$ cat config.mk
export PLATFORM = sky130hd
export DESIGN_NAME = vga_timing_gen
export DESIGN_NICKNAME = d
export VERILOG_FILES = /design/src/rtl/vga_timing_gen.sv
export SDC_FILE = /design/constraint.sdc
export NUM_CORES = 1
export LEC_CHECK = 0
export CORE_UTILIZATION = 35
export DETAILED_ROUTE_END_ITERATION = 16
export PLACE_DENSITY = 0.59
export SLEW_MARGIN = 20
export SYNTH_ARGS = -nofsm -noshare
export SYNTH_HDL_FRONTEND = slang
export SYNTH_SLANG_ARGS = --single-unit
$ cat constraint.sdc
create_clock -name vga_clk -period 3.4 [get_ports vga_clk]
set_clock_uncertainty 0.1 [all_clocks]
set_input_delay 0.34 -clock vga_clk [delete_from_list [all_inputs] [get_ports vga_clk]]
set_output_delay 0.34 -clock vga_clk [all_outputs]
set_load 0.01 [all_outputs]
$ cat src/rtl/vga_timing_gen.sv
// vga_timing_gen: 640x480@60 VGA raster counters with blank/line/frame decode and
// a sync delay line that keeps hs/vs aligned with the renderer's lagging colour output.
module vga_timing_gen #(
  parameter int H_VISIBLE  = 640,
  parameter int H_FRONT    = 16,
  parameter int H_SYNC     = 96,
  parameter int H_BACK     = 48,
  parameter int V_VISIBLE  = 480,
  parameter int V_FRONT    = 10,
  parameter int V_SYNC     = 2,
  parameter int V_BACK     = 33,
  parameter int SYNC_DELAY = 2
) (
  input  logic       vga_clk,
  input  logic       reset_n,
  output logic [9:0] DrawX,
  output logic [9:0] DrawY,
  output logic       blank,
  output logic       hs,
  output logic       vs,
  output logic       line_start,
  output logic       frame_start
);
  localparam logic [9:0] H_LAST = 10'(H_VISIBLE + H_FRONT + H_SYNC + H_BACK - 1);
  localparam logic [9:0] V_LAST = 10'(V_VISIBLE + V_FRONT + V_SYNC + V_BACK - 1);
  localparam logic [9:0] H_VIS  = 10'(H_VISIBLE);
  localparam logic [9:0] V_VIS  = 10'(V_VISIBLE);
  localparam logic [9:0] HS_BEG = 10'(H_VISIBLE + H_FRONT);
  localparam logic [9:0] HS_END = 10'(H_VISIBLE + H_FRONT + H_SYNC);
  localparam logic [9:0] VS_BEG = 10'(V_VISIBLE + V_FRONT);
  localparam logic [9:0] VS_END = 10'(V_VISIBLE + V_FRONT + V_SYNC);
  logic [9:0] hc, vc;
  logic       hs_raw, vs_raw;
  always_ff @(posedge vga_clk or negedge reset_n)
    if (!reset_n) begin
      hc <= '0;
      vc <= '0;
    end else begin
      hc <= (hc == H_LAST) ? '0 : hc + 10'd1;
      if (hc == H_LAST) vc <= (vc == V_LAST) ? '0 : vc + 10'd1;
    end
  always_comb begin
    DrawX       = hc;
    DrawY       = vc;
    blank       = (hc < H_VIS) && (vc < V_VIS);
    hs_raw      = !((hc >= HS_BEG) && (hc < HS_END));
    vs_raw      = !((vc >= VS_BEG) && (vc < VS_END));
    line_start  = (hc == '0);
    frame_start = (hc == '0) && (vc == '0);
  end
  generate
    if (SYNC_DELAY == 0) begin : g_direct
      assign hs = hs_raw;
      assign vs = vs_raw;
    end else begin : g_delay
      // Stages reset to 1 so the sync pins stay inactive until real timing reaches them
      logic [SYNC_DELAY-1:0] hs_q, vs_q;
      always_ff @(posedge vga_clk or negedge reset_n)
        if (!reset_n) begin
          hs_q <= '1;
          vs_q <= '1;
        end else begin
          hs_q <= SYNC_DELAY'({hs_q, hs_raw});
          vs_q <= SYNC_DELAY'({vs_q, vs_raw});
        end
      assign hs = hs_q[SYNC_DELAY-1];
      assign vs = vs_q[SYNC_DELAY-1];
    end
  endgenerate
endmodule

# Word-level counts from Yosys, hierarchy flattened
# Index checks and enable logic that the tools add are counted.
# totals
word_cells	24
register_bits	24
in_bits	2
# op_classes
n_mux	2
reduce_logical	8
order_cmp	6
n_addsub	2
n_eq_ne	2
# op_table
cell	n
$add 10x1->10 const B	2
$eq 10x10->1 const B	2
$logic_not 10->1	2
$lt 10x10->1 const B	2
$lt 10x9->1 const B	2
$mux 10	2
$ge 10x10->1 const B	1
$ge 10x9->1 const B	1
$logic_and 1x1->1	4
$logic_not 1->1	2

# Longest topological paths before layout
# depth
depth_word	3
ltp_mapped	6
ltp_nobuf	6

# Worst setup path after synthesis
# No wires, ideal clock.
# synth_path
path_type	reg2out
startpoint	reg hc[6], in the netlist DrawX[6]
endpoint	out frame_start
arrival_time_ps	1321
path_buffers	1
slack_ps	1639
stages_incl_launch_ff	5
required_ps	2960
cell_sequence	dfrtp_1 buf_4 nor3_2 and4b_2 and4_1
# synth_between
elab_chain_cells	2
# synth_lines
element	line	source
start, declared	32	logic [9:0] hc, vc;
start signal, assigned	39	hc <= (hc == H_LAST) ? '0 : hc + 10'd1;
$logic_not 10->1	--	
named net line_start	21	output logic line_start,
$logic_and 1x1->1	49	frame_start = (hc == '0) && (vc == '0);
end, declared	22	output logic frame_start
# The timed path passes the listed nets, and every way through them passes these cells.

# Worst setup path in the final report
# layout_path
startpoint	reg hc[5], in the netlist DrawX[5]
endpoint	out frame_start
# layout_between
elab_chain_cells	2
# layout_lines
element	line
$logic_not 10->1	49
$logic_and 1x1->1	49
# Every way passes these cells.

==> metrics.md <==
| Metric | Value |
|---|---|
| Clock Sinks | 24 |
| Data arrival, critical path | 2.12 ns |
| Synth top area share | roughly two fifths |
| Post-Syn Instances | 121 |
| Die height | 62.2 um |
| Startpoint Class | flop |
| R2R setup slack | 1.22 ns |
| CTS tree | built |
| Sequential share of the synthesized area | between 40% and 50% |
| Post-layout instance area | ~0.0016 mm2 |
| Clk root buf | clkbuf_4 |
| Setup TNS | 0 ns |
| Slew margin rel. | 48.6% |
| Worst Path Max Fanout | 9 |
| Crit path capture type | primary output |
| Unrepaired setup endpoints after global routing | no |
| Routed len/inst | 13.1 um |
| Area grow syn2layout | 26.1% |
| Pint | 353 uW |
| Endpoints failing hold | 0 |
| Status | complete, no violations |
| Final Util | 47.1% |
| Period utilization | between 70% and 80% |
| Fill cells | 319 |
| Starting DRT DRC Count | 40 |
| Htree depth | 1 |
| Core area | 0.00339 mm2 |
| Leading area contributor after synthesis | dfrtp_1 |
| Comb pwr share | 1.7% |
| Ports | 27 |
| Mapped cell area | 0.00127 mm2 |
| Distinct cells, synth | 39 |
| Critical path required time | 2.96 ns |
| Number of global-route vias before repair | 905 |
| Antenna violations before repair | 0 |
| Share of flip-flops with an asynchronous set or reset | 100% |
| Diode count | 0 |
| Flops & latches, synth | 24 |
| Register area | 606 um2 |
| Post-Route WL | 2.55 mm |
| Share of cells above drive strength 1 | 14.2% |
| Switching power | 90.9 uW |
| Initial core utilization | 37.4% |
| CP Class | flop to primary output |
| Net Sw Frac | between 20% and 30% |
| EDFF count, synth | 0 |
| Main synth FF type | dfrtp_1 |
| Ys Warns | 0 |
| DRC viols | 0 |
| Remaining antenna violation count after routing | 0 |
| Slew Viols, Final | 0 |
| Overall die width | about 62 um |
| First-pass DRT Iterations | 4 |
| Clock latency on the worst-skew pair | 0.31 ns |
| Dpl cell area | 0.00156 mm2 |
| Clock transition at path regs | 0.13 ns |
| Peak VDD IR | 106 uV |
| Max Cap Viol | 0 |
| Dpl hpwl | 1.85 mm |
| GP Congestion | 0.912 |
| Clk buf depth | 2 |
| Setup Viol. Count Final | 0 |
| Post-synthesis net count | roughly 130 |
| Final #Nets | 155 |
| Seq pwr share | between 60% and 70% |
| Largest net degree at the start of global routing | 24 |
| Fmax achieved | 390 MHz |
| Worst hold path type | flop to flop |
| IO buf count | 26 |
| Via/cell ratio | 4.97 |
| Clock share of power | 33.9% |
| First-pass GRT wire length | 4.51 mm |
| Multi-input gate area in the final layout | 592 um2 |
| Post-synthesis area per instance | 10.5 um2 |
| Pwr dens | 278 mW/mm2 |
| GRT Overall Usage | 14.7% |
| Vias | 964 |
| Grt total ovfl | 0 |
| Cts bufs inserted | 3 |
| Die ar. | about 0.0039 mm2 |
| Period minus WS final | 2.56 ns |
| Row Count | 21 |
| Largest cells by area after synthesis | dfrtp_1 39%, dfstp_2 8.3%, xnor2_1 4.1%, ha_1 3.9%, xor2_1 3.5% |
| Measured slew at the worst slew-check pin | 0.765 ns |
| Cts repair resizes | 0 |
| Leakage | 0.000692 uW |
-- routing by layer --
layer | part of all wire (%) | vias to the layer above | track usage, % | wire length [um]
li1 | - | 479 | - | -
met1 | 48 | 465 | 20.1 | 1230
met2 | 48 | 16 | 23.5 | 1220
met3 | 1.8 | 4 | 1.65 | 46
met4 | 1.9 | 0 | 6.10 | 49
met5 | 0 | - | 0 | 0
-- critical path: stages (launching register included) --
cell	delay, ns
dfrtp_1	0.51
nor3_2	0.30
and4b_2	0.27
and4_1	0.18
clkdlybuf4s50_1	0.53
-- Yosys cell counts, drive strengths merged (2+ instances only) --
library cell and count:
nor2 7, dfrtp 20, nor3 5, dfstp 4
a21oi 4, and3 6, xnor2 6, clkbuf 2
o21ai 6, nand4 5, nand2 7, inv 9
ha 4, nor4 3, nand3 8, buf 3
xor2 5, and4 3, or4 2
-- state kept, by name, indices dropped and copies added, names as in the netlist --
signal,flops
DrawX,10
g_delay.vs_q,2
g_delay.hs_q,2
DrawY,10
-- logic make-up (layout without fill, tap and decap cells) --
logic type                 Yosys count  in the layout  synth area share, %
xor gates and xnor gates            11             11                 7.60
DFF                                 24             24                 47.8
and+or+nand+nor                     54             54                 27.9
adders and majority gates            4              4                 3.95
AOI/OAI and AO/OA                   13             13                 6.42
muxes                                1              1                0.790
buffers and inverters               14             41                 5.53
-- path summary, 6_finish.rpt --
path	start	end	cells after the start
max	DrawX[5]$_DFF_PN0_	frame_start	4
min	g_delay.hs_q[0]$_DFF_PN1_	g_delay.hs_q[1]$_DFF_PN1_	0
max reg2reg	DrawX[0]$_DFF_PN0_	DrawY[8]$_DFFE_PN0N_	5
min reg2reg	g_delay.hs_q[0]$_DFF_PN1_	g_delay.hs_q[1]$_DFF_PN1_	0
max in group asynchronous	reset_n	g_delay.vs_q[0]$_DFF_PN1_	3
min in group asynchronous	reset_n	DrawX[2]$_DFF_PN0_	2
-- metrics by stage --
stage / cells / setup slack [ns] / power (uW) / hold slack, ns
after global placement: 189 / 1.20 / 299 / 0.246
after CTS: 193 / 0.819 / 452 / 0.269
after floorplan: 121 / 1.64 / 291 / -0.0556
after global routing: 194 / 0.711 / 466 / 0.272
final: 194 / 0.839 / 444 / 0.266
after detailed placement: 189 / 1.18 / 299 / 0.250
-- placed cells by master (no fill, tap or decap), types with 2 or more instances in the layout --
master / synthesis / layout
clkbuf_4: 0 / 3
xnor2_1: 6 / 6
xor2_1: 5 / 5
and4_1: 2 / 2
dfstp_2: 4 / 4
dfrtp_1: 20 / 20
inv_1: 9 / 9
nand2_1: 7 / 7
and3_2: 2 / 2
a21oi_1: 4 / 4
ha_1: 4 / 4
nor3_1: 4 / 4
nor2_1: 7 / 7
o21ai_0: 5 / 5
and3_1: 4 / 4
clkdlybuf4s50_1: 0 / 25
nor4_1: 2 / 2
nand3_1: 8 / 8
nand4_1: 3 / 3
or4_1: 2 / 2
-- repair_timing --
item / in CTS / in global routing
endpoints found under the hold margin: 0 / 20
setup endpoints to repair: 0 / 0
hold buffers: 0 / 1
buffers inserted: 0 / 0
-- power by group through the flow --
stage | Clock, uW | Combinational, uW | Sequential (uW)
after floorplan | 0 | 0.000285 | 291
after global placement | 0 | 7.75 | 291
after detailed placement | 0 | 7.80 | 291
after CTS | 159 | 7.78 | 286
after global routing | 171 | 8.82 | 286
final | 151 | 7.49 | 286
-- layout make-up --
cell class | instances | share of cell area (%)
Multi-Input combinational cell | 83 | 37.0
Inverter | 9 | 2.11
Tap cell | 46 | 3.60
Sequential cell | 24 | 37.9
Clock buffer | 4 | 2.27
Timing Repair Buffer | 28 | 17.1
Power figures use the tool's default switching activity.
